===== config.mk =====
export PLATFORM = sky130hd
export DESIGN_NAME = glitc_intercom_rx_align
export DESIGN_NICKNAME = d
export VERILOG_FILES = /design/src/rtl/glitc_intercom_rx_align.sv
export SDC_FILE = /design/constraint.sdc
export NUM_CORES = 1
export LEC_CHECK = 0
export CORE_ASPECT_RATIO = 2
export CORE_MARGIN = 2
export CORE_UTILIZATION = 35
export CTS_CLUSTER_DIAMETER = 100
export CTS_CLUSTER_SIZE = 8
export DETAILED_ROUTE_END_ITERATION = 12
export GPL_ROUTABILITY_DRIVEN = 1
export PLACE_DENSITY = 0.59
export SLEW_MARGIN = 10
export SYNTH_ARGS = -nofsm -noshare
export SYNTH_HDL_FRONTEND = slang
export SYNTH_SLANG_ARGS = --single-unit

===== constraint.sdc =====
create_clock -name sysclk_i -period 8.1 [get_ports sysclk_i]
set_clock_uncertainty 0.2 [all_clocks]
set_input_delay 0.81 -clock sysclk_i [delete_from_list [all_inputs] [get_ports sysclk_i]]
set_output_delay 0.81 -clock sysclk_i [all_outputs]
set_load 0.02 [all_outputs]

===== src/rtl/glitc_intercom_rx_align.sv =====
// Receive aligner/decoder for the GLITC intercom link: per-lane bit-offset lock on a
// training nibble, then reassembly and decode of the 20-bit intercom word.
module glitc_intercom_rx_align #(
    parameter bit          INVERT       = 1'b0,
    parameter int          NBITS        = 5,
    parameter logic [3:0]  TRAIN_NIBBLE = 4'hE,
    parameter int          LOCK_CYCLES  = 16
) (
    input  logic               sysclk_i,
    input  logic               rst_i,
    input  logic               en_i,
    input  logic               relock_i,
    input  logic [4*NBITS-1:0] iq_i,
    output logic [1:0]         command_o,
    output logic [5:0]         corr_o,
    output logic [11:0]        power_o,
    output logic               valid_o,
    output logic               locked_o,
    output logic [NBITS-1:0]   lane_locked_o
);

    localparam int         W        = 4 * NBITS;
    localparam logic [7:0] LOCK_CNT = 8'(LOCK_CYCLES);
    localparam logic [W-1:0] TRAIN_WORD = {NBITS{TRAIN_NIBBLE}};

    typedef enum logic [1:0] {
        IDLE   = 2'd0,
        SEARCH = 2'd1,
        LOCKED = 2'd2
    } state_t;

    state_t           state_reg;
    logic             locked_reg;
    logic [W-1:0]     r0_reg;
    logic [W-1:0]     r1_reg;
    logic [W-1:0]     aligned_reg;
    logic [W-1:0]     aligned_next;
    logic [NBITS-1:0] lane_locked;
    logic             lane_clear;
    logic             searching;
    logic             decode_ok;
    logic [1:0]       command_reg;
    logic [5:0]       corr_reg;
    logic [11:0]      power_reg;
    logic             valid_reg;

    // Locks and counts drop whenever the FSM leaves or restarts the search.
    assign lane_clear = (state_reg == IDLE) || !en_i || relock_i;
    assign searching  = (state_reg == SEARCH);

    always_ff @(posedge sysclk_i or posedge rst_i) begin
        if (rst_i) begin
            r0_reg <= '0;
            r1_reg <= '0;
        end else begin
            r0_reg <= INVERT ? ~iq_i : iq_i;
            r1_reg <= r0_reg;
        end
    end

    genvar gi;
    generate
        for (gi = 0; gi < NBITS; gi++) begin : g_lane
            logic [7:0] window;
            logic [3:0] lane_sel;
            logic [1:0] match_off;
            logic       match_found;
            logic [1:0] cand_reg;
            logic [1:0] cand_next;
            logic [1:0] offset_reg;
            logic [7:0] count_reg;
            logic [7:0] count_next;
            logic       lock_reg;

            assign window = {r1_reg[4*gi +: 4], r0_reg[4*gi +: 4]};

            // Descending scan so the lowest matching offset wins.
            always_comb begin
                match_found = 1'b0;
                match_off   = 2'd0;
                for (int k = 3; k >= 0; k--) begin
                    if (window[7-k -: 4] == TRAIN_NIBBLE) begin
                        match_found = 1'b1;
                        match_off   = 2'(k);
                    end
                end
                count_next = 8'd0;
                cand_next  = cand_reg;
                if (match_found) begin
                    if (match_off == cand_reg) begin
                        count_next = count_reg + 8'd1;
                    end else begin
                        count_next = 8'd1;
                        cand_next  = match_off;
                    end
                end
            end

            always_comb begin
                case (offset_reg)
                    2'd0:    lane_sel = window[7:4];
                    2'd1:    lane_sel = window[6:3];
                    2'd2:    lane_sel = window[5:2];
                    default: lane_sel = window[4:1];
                endcase
            end

            always_ff @(posedge sysclk_i or posedge rst_i) begin
                if (rst_i) begin
                    cand_reg   <= 2'd0;
                    count_reg  <= 8'd0;
                    offset_reg <= 2'd0;
                    lock_reg   <= 1'b0;
                end else if (lane_clear) begin
                    cand_reg  <= 2'd0;
                    count_reg <= 8'd0;
                    lock_reg  <= 1'b0;
                end else if (searching && !lock_reg) begin
                    cand_reg  <= cand_next;
                    count_reg <= count_next;
                    if (count_next == LOCK_CNT) begin
                        lock_reg   <= 1'b1;
                        offset_reg <= cand_next;
                    end
                end
            end

            assign aligned_next[4*gi +: 4] = lane_sel;
            assign lane_locked[gi]         = lock_reg;
        end
    endgenerate

    always_ff @(posedge sysclk_i or posedge rst_i) begin
        if (rst_i) begin
            state_reg  <= IDLE;
            locked_reg <= 1'b0;
        end else begin
            case (state_reg)
                IDLE: begin
                    locked_reg <= 1'b0;
                    if (en_i) state_reg <= SEARCH;
                end
                SEARCH: begin
                    if (!en_i) begin
                        state_reg  <= IDLE;
                        locked_reg <= 1'b0;
                    end else if (relock_i) begin
                        state_reg  <= SEARCH;
                        locked_reg <= 1'b0;
                    end else if (&lane_locked) begin
                        state_reg  <= LOCKED;
                        locked_reg <= 1'b1;
                    end
                end
                LOCKED: begin
                    if (!en_i) begin
                        state_reg  <= IDLE;
                        locked_reg <= 1'b0;
                    end else if (relock_i) begin
                        state_reg  <= SEARCH;
                        locked_reg <= 1'b0;
                    end
                end
                default: begin
                    state_reg  <= IDLE;
                    locked_reg <= 1'b0;
                end
            endcase
        end
    end

    // Idle (all ones) and training words never reach the field registers.
    assign decode_ok = (state_reg == LOCKED) && en_i && !relock_i &&
                       (aligned_reg != '1) && (aligned_reg != TRAIN_WORD);

    always_ff @(posedge sysclk_i or posedge rst_i) begin
        if (rst_i) begin
            aligned_reg <= '0;
            valid_reg   <= 1'b0;
            command_reg <= 2'd0;
            corr_reg    <= 6'd0;
            power_reg   <= 12'd0;
        end else begin
            aligned_reg <= aligned_next;
            valid_reg   <= decode_ok;
            if (decode_ok) begin
                power_reg   <= aligned_reg[11:0];
                corr_reg    <= aligned_reg[17:12];
                command_reg <= aligned_reg[19:18];
            end
        end
    end

    assign command_o     = command_reg;
    assign corr_o        = corr_reg;
    assign power_o       = power_reg;
    assign valid_o       = valid_reg;
    assign locked_o      = locked_reg;
    assign lane_locked_o = lane_locked;

endmodule


==> impl_results.md <==
- Clk sinks: 149
- Switching Share: 21.93%
- Setup violators final: 0
- Critical Path AT: 3.76 ns
- Synth area leaders: dfrtp_1 52%, mux4_2 6.2%, mux2_2 3.7%
- Dpl hpwl: 12060 µm
- Critical Path RT: 8.21 ns
- YS warnings: 0
- Final hold slack: 0.1502 ns
- Slew @ Worst Pin: 0.8223 ns
- Setup CP Type: input pin to flop
- GRT Total Usage: 16.11%
- Setup TNS Final: 0 ns
- CTS H-tree lvls: 4
- Initial antenna violation count: 0
- Post-CTS setup buffer count: 0
- Reg2Reg Setup Slack: 4.75 ns
- Largest register FFs: 40
- Final min period: ~3.7 ns
- Synth cell types: 54
- Unrepaired setup endpoints after global routing: no
- Hold Path Stages: 0
- Pwr dens: just under 200 nW/µm²
- Hold WC Path Type: flop to flop
- Post-Syn Area: 7231 µm²
- Seq/Total Area, Yosys: approximately 52%
- Pint: 1.306 mW
- Worst vdd ir: 132.8 µV
- IO buf count: 50
- Combinational Power Share: under 10%
- Status: finished, final reports clean
- Global-route wire length before repair: 27780 µm
- Worst-case clock buffer depth: 2
- Top-count cell post-synth: dfrtp_1
- Clk Latency, worst-skew pair: 0.43 ns
- Seq cells post-synth: about 150
- Routed wire length per instance: about 17 µm
- Die area: 21900 µm²
- Cell count after synthesis: 643
- Vias per inst: roughly 5.4
- Worst Reg-to-Reg Cells: 5
- Share of synthesized registers carrying an async set or reset: 100.0%
- Vias post-DR: between 5k and 6k
- # DRC: 0
- Avg Inst Size Synth: 11.25 µm²
- Clk network pwr share: between 40% and 50%
- Share of layout cells above drive strength 1: between 10% and 20%
- Worst hold endpoint: r1_reg[16]$_DFF_PP0_
- Grt ovf: 0
- Post-Syn Nets: 672
- CTS tree: built
- Sequential share of power: 46.7%
- DR iter-0 viols: ~200
- Critical Path End Type: flop
- Vias in the first global route: between 5k and 6k
- Final ANT Viol Nets: 0
- Area Growth Syn to Fin: 18.71%
- Post-synth top area share: 51.57%
- Gpl congestion: between 0.8 and 0.9
- CTS root buffer: clkbuf_16
- Drt pass-1 iters: 4
- Antenna cells: 0
- Hold Crit Start: r0_reg[16]$_DFF_PP0_
- Capture point of the worst reg-to-reg path: g_lane[4].offset_reg[1]$_DFFE_PP0P_
- Net count, final: approximately 700
- I/O pins: 51
- Leakage: 3.612 nW
- Max-slew headroom: 45.18%
- Die Y: slightly above 200 µm
- Core box area: 20370 µm²
- Fmax: 273.5 MHz
- CP Launch Type: input pin
- Post-synth top area cell: dfrtp_1
- P_sw: 0.3668 mW
- Resized cells post-CTS: 0
- Synth cell count leaders: 149 x dfrtp_1, 42 x nor2_1, 37 x a21oi_1, 37 x nand2_1, 32 x o21ai_0
- Number of synthesized flops with an enable pin: 0
- Clock-pin slew on the worst setup and hold paths: ~0.06 ns
- CTS Buf Count: 17
- Hold_buf cts: 0
- Largest net degree at the start of global routing: 91
- Fin. Hold Viols: 0
- Max_cap viols: 0
- Initial core utilization: 35.50%
- Critical Path Fanout Max: 13
- Routed WL: 16460 µm
- Primary FF master, synth: dfrtp_1
- Final Max Slew Viols: 0
- Fin crit share: 45.13%
- Die width: 105.6 µm
- Rows: 74
- Worst r2r src: state_reg[1]$_DFFE_PP0P_
## critical path, cell delays in order
cell	delay, ns
clkdlybuf4s50_1	0.54
nand4bb_1	0.49
or2_2	0.54
a2111oi_4	0.73
o2111ai_2	0.29
mux2_4	0.35
## worst max path at each step
stage                     startpoint                                  end  slack (ns)  depth (start not counted)
after floorplan                rst_i             aligned_reg[0]$_DFF_PP0_        3.08                          1
after global placement      relock_i  g_lane[4].offset_reg[1]$_DFFE_PP0P_        4.06                          6
after detailed placement        en_i  g_lane[4].offset_reg[1]$_DFFE_PP0P_        4.02                          6
after CTS                       en_i  g_lane[4].offset_reg[1]$_DFFE_PP0P_        4.45                          6
after global routing        relock_i  g_lane[4].offset_reg[1]$_DFFE_PP0P_        4.26                          6
final                           en_i  g_lane[4].offset_reg[1]$_DFFE_PP0P_        4.44                          6
## metrics by stage
stage,power (mW),util [%],cell area (µm²),cells,setup WS (ns)
finish,1.673,42.14,8583,966,4.444
global route,1.733,42.14,8583,966,4.264
CTS,1.697,42.14,8583,966,4.452
detailed placement,0.8666,39.13,7970,935,4.021
global placement,0.8640,39.13,7970,935,4.065
floorplan,0.8325,-,7231,643,3.082
## cells in the final DEF (no fill, tap or decap), types with 7 or more instances in the layout
cell,n
mux4_2,20
nand3b_1,7
a21o_1,16
clkdlybuf4s50_1,50
a22o_1,17
nand2b_1,15
or2_2,8
mux2i_1,12
and4b_1,8
inv_1,24
a31oi_1,8
xnor2_1,14
dfrtp_1,149
a21oi_1,37
o21ai_0,32
clkbuf_16,17
nor2_1,42
or3_1,7
nand4_1,8
nand3_1,29
mux2_2,24
nor3_1,8
xor2_1,9
a211oi_1,7
nor3b_1,9
nand2_1,37
## cells by family (layout without fill, tap and decap cells)
group	after synthesis	in the layout	synth area share, %
and+or+nand+nor	205	205	15.40
AOI/OAI and AO/OA	153	153	14.59
adders and majority gates	5	5	0.8652
xor gates and xnor gates	23	23	2.786
muxes	57	57	11.84
DFF	149	149	51.57
buffers and inverters	51	108	2.959
## power groups by stage
stage | clock network, mW | logic (mW) | registers [mW]
floorplan | 0 | 0.0471 | 0.785
global placement | 0 | 0.0699 | 0.794
detailed placement | 0 | 0.0713 | 0.795
CTS | 0.843 | 0.0717 | 0.782
global route | 0.870 | 0.0787 | 0.784
finish | 0.821 | 0.0699 | 0.782
## cell type report
cell class	count	area (µm²)
Clock buffer	19	432.9
Timing Repair Buffer	52	515.5
Sequential cell	149	3729
Inverter	25	98.84
Tap cell	266	332.8
Fill cell	1891	11790
Multi-Input combinational cell	443	3294
Clock inverter	12	180.2
## layer usage
layer	global-route usage (%)	vias to the layer above	wire (µm)
li1	-	2452	-
met2	30.14	102	9344
met5	0	-	0
met4	8.348	0	616
met1	16.34	2641	6030
met3	3.516	35	472
Power figures use the tool's default switching activity.
